### src/rtl/au_sub_seq_pkg.sv
// Shared types and sizing helpers for the chunk-serial subtractor.
package au_sub_seq_pkg;
    typedef enum logic [1:0] {
        IDLE = 2'd0,
        BUSY = 2'd1,
        DONE = 2'd2
    } state_e;

    function automatic int nchunk(input int width, input int chunk);
        return width / chunk;
    endfunction

    function automatic int cnt_w(input int n);
        return (n <= 2) ? 1 : $clog2(n);
    endfunction
endpackage

### src/rtl/au_sub_chunk.sv
// Combinational CHUNK-bit subtractor slice: {bo,d} = x - y - bi, plus signed overflow of the slice.
module au_sub_chunk #(
    parameter int CHUNK = 8,
    parameter int ARCH  = 0
) (
    input  logic [CHUNK-1:0] x,
    input  logic [CHUNK-1:0] y,
    input  logic             bi,
    output logic [CHUNK-1:0] d,
    output logic             bo,
    output logic             vo
);
    generate
        if (ARCH == 0) begin : g_rip
            assign {bo, d} = {1'b0, x} - {1'b0, y} - {{CHUNK{1'b0}}, bi};
        end else begin : g_gp
            // x - y - bi == x + ~y + ~bi; borrow is the inverted final carry
            logic [CHUNK:0]   c;
            logic [CHUNK-1:0] g;
            logic [CHUNK-1:0] p;
            assign g    = x & ~y;
            assign p    = x ^ ~y;
            assign c[0] = ~bi;
            for (genvar i = 0; i < CHUNK; i++) begin : g_c
                assign c[i+1] = g[i] | (p[i] & c[i]);
            end
            assign d  = p ^ c[CHUNK-1:0];
            assign bo = ~c[CHUNK];
        end
    endgenerate

    assign vo = (x[CHUNK-1] ^ y[CHUNK-1]) & (d[CHUNK-1] ^ x[CHUNK-1]);
endmodule

### src/rtl/au_sub_vz_seq.sv
// Chunk-serial a - b - ci with overflow/zero flags, one CHUNK slice reused per cycle.
module au_sub_vz_seq
    import au_sub_seq_pkg::*;
#(
    parameter int WIDTH = 32,
    parameter int CHUNK = 8,
    parameter int ARCH  = 0
) (
    input  logic             clk,
    input  logic             rst,
    input  logic             in_vld,
    output logic             in_rdy,
    input  logic [WIDTH-1:0] a,
    input  logic [WIDTH-1:0] b,
    input  logic             ci,
    output logic             out_vld,
    input  logic             out_rdy,
    output logic [WIDTH-1:0] s,
    output logic             v,
    output logic             z,
    output logic             busy
);
    localparam int NCHUNK = nchunk(WIDTH, CHUNK);
    localparam int CW     = cnt_w(NCHUNK);

    generate
        if (WIDTH < 1 || CHUNK < 1 || CHUNK > WIDTH || (WIDTH % CHUNK) != 0 || ARCH < 0 || ARCH > 2)
        begin : g_bad_param
            $fatal(1, "au_sub_vz_seq: illegal WIDTH/CHUNK/ARCH");
        end
    endgenerate

    state_e            state_q;
    logic [WIDTH-1:0]  a_q, b_q, s_q;
    logic [CW-1:0]     cnt_q;
    logic              bor_q, zacc_q, v_q, z_q;

    logic [CHUNK-1:0]  d_w;
    logic              bo_w, vo_w, zacc_d, last_w;

    // operands shift down so the active chunk always sits in the low slice
    au_sub_chunk #(.CHUNK(CHUNK), .ARCH(ARCH)) u_slice (
        .x  (a_q[CHUNK-1:0]),
        .y  (b_q[CHUNK-1:0]),
        .bi (bor_q),
        .d  (d_w),
        .bo (bo_w),
        .vo (vo_w)
    );

    assign zacc_d = zacc_q & (d_w == '0);
    assign last_w = (cnt_q == CW'(NCHUNK - 1));

    always_ff @(posedge clk) begin
        if (rst) begin
            state_q <= IDLE;
            a_q     <= '0;
            b_q     <= '0;
            s_q     <= '0;
            cnt_q   <= '0;
            bor_q   <= 1'b0;
            zacc_q  <= 1'b0;
            v_q     <= 1'b0;
            z_q     <= 1'b0;
        end else begin
            case (state_q)
                IDLE: if (in_vld) begin
                    a_q     <= a;
                    b_q     <= b;
                    bor_q   <= ci;
                    cnt_q   <= '0;
                    zacc_q  <= 1'b1;
                    s_q     <= '0;
                    state_q <= BUSY;
                end
                BUSY: begin
                    s_q[cnt_q*CHUNK +: CHUNK] <= d_w;
                    a_q    <= a_q >> CHUNK;
                    b_q    <= b_q >> CHUNK;
                    bor_q  <= bo_w;
                    zacc_q <= zacc_d;
                    cnt_q  <= cnt_q + 1'b1;
                    if (last_w) begin
                        // a wrapped result of 0 with overflow is not a true zero
                        v_q     <= vo_w;
                        z_q     <= zacc_d & ~vo_w;
                        state_q <= DONE;
                    end
                end
                DONE: if (out_rdy) state_q <= IDLE;
                default: state_q <= IDLE;
            endcase
        end
    end

    assign in_rdy  = (state_q == IDLE);
    assign out_vld = (state_q == DONE);
    assign busy    = (state_q != IDLE);
    assign s       = s_q;
    assign v       = v_q;
    assign z       = z_q;
endmodule

### config.mk
export PLATFORM = sky130hd
export DESIGN_NAME = au_sub_vz_seq
export DESIGN_NICKNAME = d
export VERILOG_FILES = /design/src/rtl/au_sub_seq_pkg.sv /design/src/rtl/au_sub_chunk.sv /design/src/rtl/au_sub_vz_seq.sv
export SDC_FILE = /design/constraint.sdc
export NUM_CORES = 1
export LEC_CHECK = 0
export ABC_AREA = 1
export CORE_MARGIN = 1.5
export CORE_UTILIZATION = 50
export CTS_CLUSTER_DIAMETER = 200
export DETAILED_ROUTE_END_ITERATION = 10
export PLACE_DENSITY = 0.8
export REMOVE_ABC_BUFFERS = 1
export SKIP_CTS_REPAIR_TIMING = 1
export SYNTH_ARGS = -nofsm -noshare
export SYNTH_HDL_FRONTEND = slang
export SYNTH_SLANG_ARGS = --single-unit
### constraint.sdc
create_clock -name clk -period 3 [get_ports clk]
set_clock_uncertainty 0.1 [all_clocks]
set_input_delay 0.3 -clock clk [delete_from_list [all_inputs] [get_ports clk]]
set_output_delay 0.3 -clock clk [all_outputs]
set_load 0.03 [all_outputs]
==> flow_summary.toml, run 1 <==
[pwr]
vdd_ir_drop_max_uv = 245
power_density_nw_per_um2 = 543
p_leak_uw = 0.00227

[synth]
yosys.area_share.adder_pct = 5.63
ys_seq_area_share_pct = 44.2
syn_inst = 609
synth_compound_area_share_pct = 24.7
ys_top_cells_by_area = "dfxtp_1 (44%), a21oi_1 (11%), nand2_1 (10%)"
avgSynthCellArea_sq_um = 7.74
ys_types = 27
synthMuxAreaShare_pct = 0
post_synth_instance_area_sq_um = 4710
synth_top_area_cell = "dfxtp_1"
synth-simple-area-share_pct = 17.1
netlist.area_leader.share_pct = 44.2
yosysWarnings = 0
synth_top_family_by_area = "compound AO/OA/AOI/OAI gates"
synth-seq-cells = 104
synth_xor_area_share_pct = 0.186

[clock_tree]
ctsHtreeMaxLevel = 3
cts-root-buf = "clkbuf_8"
insertion_delay_ns = 0.36
clockBufferDepth = 2
cts_tree = "yes"
clkTransAtPathRegs_ns = 0.10
numCtsBuffers = 9
clock-sinks = 104

[worst_setup_path]
critical_path_buf_inv_count = 2
start_kind = "flip-flop"
crit_arrival_ns = 2.63
reg2reg_from = "b_q[0]$_SDFFE_PP0P_"
reg2reg_depth = 13
cp_slowest_stage_delay_ns = 0.52
rrSetupSlack_ns = 0.56
critPathRequiredTime_ns = 3.19
worstSetupPathType = "reg -> reg"
rr_endpoint = "s[31]$_SDFFE_PP0P_"
crit_path_end_kind = "flip-flop"
cp_max_fo = 3
cp_top_family = "simple AND/OR/NAND/NOR gates"
path_cells = "inv_1, fa_1, inv_1, ha_1, o21ai_0, nand2_1, nand2_1, nand2_1, nand2_1, nand2_1, nor3_1, nand2_1, a21oi_1"
slowest_stage = "fa_1"
worst_path_most_repeated_cell = "nand2_1"

[finish]
insertedDiodeCount = 0
utilization_pct = 64.5
fin_area_sq_um = 5930
fin_cells = 809
final_nets = 784
area.growth.synth_to_final_pct = 25.8
drive_above_1_share_pct = 5.59
fillCellCount = 797

[die]
dieWidth_um = 100
die_area_sq_um = 10000
num_rows = 35
pin_count = 106
core_area_sq_um = 9200
start_util_pct = 51.3
die_y_um = 100

[placement]
placed_cell_area_sq_um = 5760
io_buffers = 105
gp_congestion = 0.898
hpwl_um = 7930
dpl.cell_count = 795

[timing]
slew_violations = 0
hold_viol = 0
max_slew_margin_pct = 59.5
setup_viol = 0
fin_crit_sh_pct = 81.4
min_period_ns = 2.44
fin_tns_setup_ns = 0
tightest_slew_ns = 0.605
max_freq_ghz = 0.410
rsz0062_at_grt = "no"

[grt]
antenna_found_initial = 0
grt_pass1_wl_um = 18800
grt_pass1_vias = 4252
grt_usage_pct = 22.9
grt_max_degree = 98
grt.overflow.total = 0

[detailed_routing]
first_pass_iters = 5
avgViaCountPerCell = 5.55
ant_nets = 0
route.detailed.drc = 0
finalWirelength_um = 11400
vias = 4489
routedWlPerCell_um = 14.0
drtIter0Drc = 221

[worst_hold_path]
hp-class = "reg -> reg"
hold-path-endpoint = "b_q[28]$_SDFFE_PP0P_"
hold-path-cell-count = 2
hold_start = "b_q[28]$_SDFFE_PP0P_"

[job]
max_cap_viol_count = 0

[outcome]
status = "completed"
-- power breakdown --
part | switching (uW) | internal [uW]
clock | 465 | 319
sequential | 55.4 | 1480
combinational | 554 | 345
-- cell type report --
| class | count | area, sq um | share of cell area (%) |
|---|---|---|---|
| multi-input cells | 418 | 2240 | 37.8 |
| flip-flops and latches | 104 | 2080 | 35.1 |
| clock inverters | 4 | 31.3 | 0.528 |
| well taps | 111 | 139 | 2.34 |
| clock buffers | 10 | 138 | 2.32 |
| inverters | 51 | 191 | 3.23 |
| repair buffers | 111 | 1100 | 18.6 |
-- kinds of logic after synthesis --
logic type | count (synthesis)
AO/OA/AOI/OAI | 215
AND/OR/NAND/NOR | 182
flip-flops | 104
buffers and inverters | 87
adder cells (fa/ha/maj) | 20
XOR/XNOR | 1
-- synthesized netlist by cell type --
library cell / n
xor2_1: 1
nor2_1: 19
buf_6: 6
nand3_1: 18
clkbuf_2: 3
clkbuf_1: 17
nand3b_1: 2
o21ai_1: 1
inv_2: 6
nor3_4: 2
o22ai_1: 48
fa_1: 2
buf_2: 10
nor2_8: 2
nor3_1: 3
ha_1: 18
a21oi_2: 3
o21ai_0: 53
nor2_4: 4
dfxtp_1: 104
o21a_1: 1
nand2_2: 1
a21oi_1: 104
a22oi_1: 4
inv_1: 45
nand2_1: 131
o211ai_1: 1
-- metal layers --
| metal | GRT usage [%] | vias up | share of wire (%) |
|---|---|---|---|
| met5 | 0 | - | 0 |
| met4 | 8.23 | 0 | 1.2 |
| met3 | 3.13 | 12 | 4.5 |
| met2 | 41.1 | 137 | 49 |
| met1 | 28.0 | 2102 | 45 |
| li1 | - | 2238 | - |
-- stage by stage --
| stage | total power, uW | setup WS, ns | hold WS [ns] |
|---|---|---|---|
| after floorplan | 2150 | 0.469 | 0.269 |
| after global placement | 2430 | 0.712 | 0.349 |
| after detailed placement | 2460 | 0.615 | 0.354 |
| after CTS | 3230 | 0.559 | 0.354 |
| after global routing | 3420 | 0.307 | 0.385 |
| final | 3220 | 0.559 | 0.365 |
-- sequential cells by signal, indices dropped and copies added (netlist names) --
signal   cells
a_q         32
b_q         32
bor_q        1
cnt_q        2
s           32
state_q      2
v            1
z            1
zacc_q       1
-- placed cells by master, fill, tap and decap left out --
| cell | n |
|---|---|
| clkdlybuf4s50_1 | 104 |
| inv_6 | 1 |
| a21oi_1 | 104 |
| o21a_1 | 1 |
| inv_1 | 45 |
| fa_1 | 2 |
| nor2_4 | 4 |
| nor2_8 | 2 |
| dfxtp_1 | 104 |
| o21ai_0 | 53 |
| clkbuf_8 | 10 |
| buf_2 | 1 |
| nand2_1 | 131 |
| buf_12 | 1 |
| a21oi_2 | 3 |
| nand3_1 | 18 |
| o22ai_1 | 48 |
| nor3_1 | 3 |
| ha_1 | 18 |
| xor2_1 | 1 |
| inv_2 | 6 |
| o21ai_1 | 1 |
| nor2_1 | 19 |
| nand3b_1 | 2 |
| clkinvlp_4 | 3 |
| buf_4 | 5 |
| a22oi_1 | 4 |
| nor3_4 | 2 |
| o211ai_1 | 1 |
| nand2_2 | 1 |
-- worst reg2reg max path, stage by stage (launching register included) --
cell	delay [ns]
dfxtp_1	0.34
inv_1	0.05
fa_1	0.52
inv_1	0.05
ha_1	0.19
o21ai_0	0.24
nand2_1	0.12
nand2_1	0.12
nand2_1	0.07
nand2_1	0.06
nand2_1	0.07
nor3_1	0.20
nand2_1	0.10
a21oi_1	0.13
-- how the worst max path moves through the flow --
stage | from | cells after the start | slack [ns] | to
global placement | b_q[0]$_SDFFE_PP0P_ | 12 | 0.71 | z$_SDFFE_PP0P_
CTS | b_q[0]$_SDFFE_PP0P_ | 13 | 0.56 | s[31]$_SDFFE_PP0P_
floorplan | state_q[0]$_SDFFE_PP0P_ | 6 | 0.47 | a_q[0]$_SDFFE_PP0P_
global route | b_q[0]$_SDFFE_PP0P_ | 13 | 0.31 | z$_SDFFE_PP0P_
detailed placement | b_q[0]$_SDFFE_PP0P_ | 13 | 0.61 | zacc_q$_SDFFE_PP0P_
finish | b_q[0]$_SDFFE_PP0P_ | 13 | 0.56 | s[31]$_SDFFE_PP0P_
Note: power is estimated with default switching activity, not from simulation.
==> run 2, diff against run 1 <==
Clock period 3 ns to 2.4 ns, I/O delays scaled along.
==> run 2 against run 1 <==
Compared with the run above: worst setup slack worse by 0.48 ns; worst hold slack got worse by 0.044 ns; fmax rose by 5.1%; critical path depth is 2 lower; utilization is 1.2 points higher; non-clock buffer count increased by 3; die area did not move.
==> flow_summary.toml, run 2 (synthesized netlist as in run 1, its figures left out) <==
[timing]
slew_violations = 0
hold_viol = 0
tightest_slew_ns = 0.616
max_slew_margin_pct = 58.7
setup_viol = 0
fin_crit_sh_pct = 96.7
whs_ns = 0.321
max_freq_ghz = 0.431
min_period_ns = 2.32
rsz0062_at_grt = "yes"
fin_tns_setup_ns = 0

[detailed_routing]
finalWirelength_um = 11700
avgViaCountPerCell = 5.57
routedWlPerCell_um = 14.3
drtIter0Drc = 250
route.detailed.drc = 0
first_pass_iters = 5
ant_nets = 0
vias = 4535

[placement]
gp_congestion = 0.898
io_buffers = 105
hpwl_um = 8090

[finish]
fillCellCount = 779
utilization_pct = 65.6
layout_common_cells = "nand2_1 (123), clkdlybuf4s50_1 (104), dfxtp_1 (103)"
area.growth.synth_to_final_pct = 28.1
drive_above_1_share_pct = 8.82
insertedDiodeCount = 0
final_common_cell = "nand2_1"
final_nets = 787

[pwr]
vdd_ir_drop_max_uv = 298
power_density_nw_per_um2 = 688
p_leak_uw = 0.00230

[clock_tree]
clkTransAtPathRegs_ns = 0.10
ctsHtreeMaxLevel = 3
cts_tree = "yes"
numCtsBuffers = 9
clock-sinks = 104
insertion_delay_ns = 0.36
clockBufferDepth = 2
cts-root-buf = "clkbuf_8"

[worst_setup_path]
start_kind = "flip-flop"
crit_start = "b_q[0]$_SDFFE_PP0P_"
worstSetupPathType = "reg -> reg"
rrSetupSlack_ns = 0.08
critPathRequiredTime_ns = 2.59
crit_path_end_kind = "flip-flop"
crit_arrival_ns = 2.51
reg2reg_from = "b_q[0]$_SDFFE_PP0P_"
cp_max_fo = 3

[grt]
grt_pass1_vias = 4161
grt_pass1_wl_um = 18700
antenna_found_initial = 0
grt_usage_pct = 23.0
grt.overflow.total = 0
grt_max_degree = 74

[die]
num_rows = 35
die_area_sq_um = 10000
die_y_um = 100
pin_count = 106
start_util_pct = 51.3
dieWidth_um = 100
core_area_sq_um = 9200

[job]
max_cap_viol_count = 0

[worst_hold_path]
hold_start = "rst"
hp-class = "in -> reg"

[outcome]
status = "completed"
==> run 2: changes by cell type in the layout (fill, tap and decap cells not counted), moves of 2 or more <==
cell	before	now
a21oi_1	104	102
fa_2	0	2
nor3_2	0	3
a21oi_2	3	5
nor3_1	3	0
nand2_2	1	9
nand2_1	131	123
buf_4	5	7
fa_1	2	0
==> run 2: cell type report <==
| cell class | instances | area, sq um | share of cell area, % |
|---|---|---|---|
| Multi-Input combinational cell | 418 | 2300 | 38.1 |
| Sequential cell | 104 | 2080 | 34.5 |
| Timing Repair Buffer | 114 | 1140 | 18.9 |
| Inverter | 51 | 191 | 3.17 |
| Clock buffer | 12 | 155 | 2.57 |
| Tap cell | 111 | 139 | 2.30 |
| Clock inverter | 4 | 28.8 | 0.477 |
==> run 2: layer usage <==
layer | GRT usage (%) | wire length (um)
met1 | 28.6 | 5050
met2 | 40.3 | 5840
met3 | 4.32 | 588
met4 | 7.37 | 183
met5 | 0 | 0
==> run 2: worst max-delay path, stage by stage (launching register included) <==
cell and delay [ns]:
dfxtp_1 0.33, inv_1 0.06, fa_2 0.55, inv_1 0.05, ha_1 0.20, o21ai_0 0.26
nand3b_1 0.12, nand2_2 0.13, nand2_1 0.08, nor2_2 0.13, nand3_1 0.11, a21oi_1 0.13
==> run 2: metrics by stage <==
step,worst slack (ns),instance area [sq um],instances,power [uW]
detailed placement,0.0238,5790,798,3090
CTS,-0.0621,5980,814,4100
finish,0.0785,6040,814,4160
global placement,0.0720,5790,798,3050
global route,-0.0185,6040,814,4380
floorplan,-0.131,4520,573,2680
==> run 2: report_power, final <==
part	switching (uW)	total, uW	leakage, uW	internal (uW)
clock network	593	1030	0.0000886	435
registers	71.5	1930	0.000855	1860
logic	733	1200	0.00136	466
==> run 2: final timing paths <==
path                                             end  cells after the start
worst min-delay path             b_q[2]$_SDFFE_PP0P_                      4
worst min register to register  a_q[28]$_SDFFE_PP0P_                      2
worst max register to register        z$_SDFFE_PP0P_                     11
worst max-delay path                  z$_SDFFE_PP0P_                     11
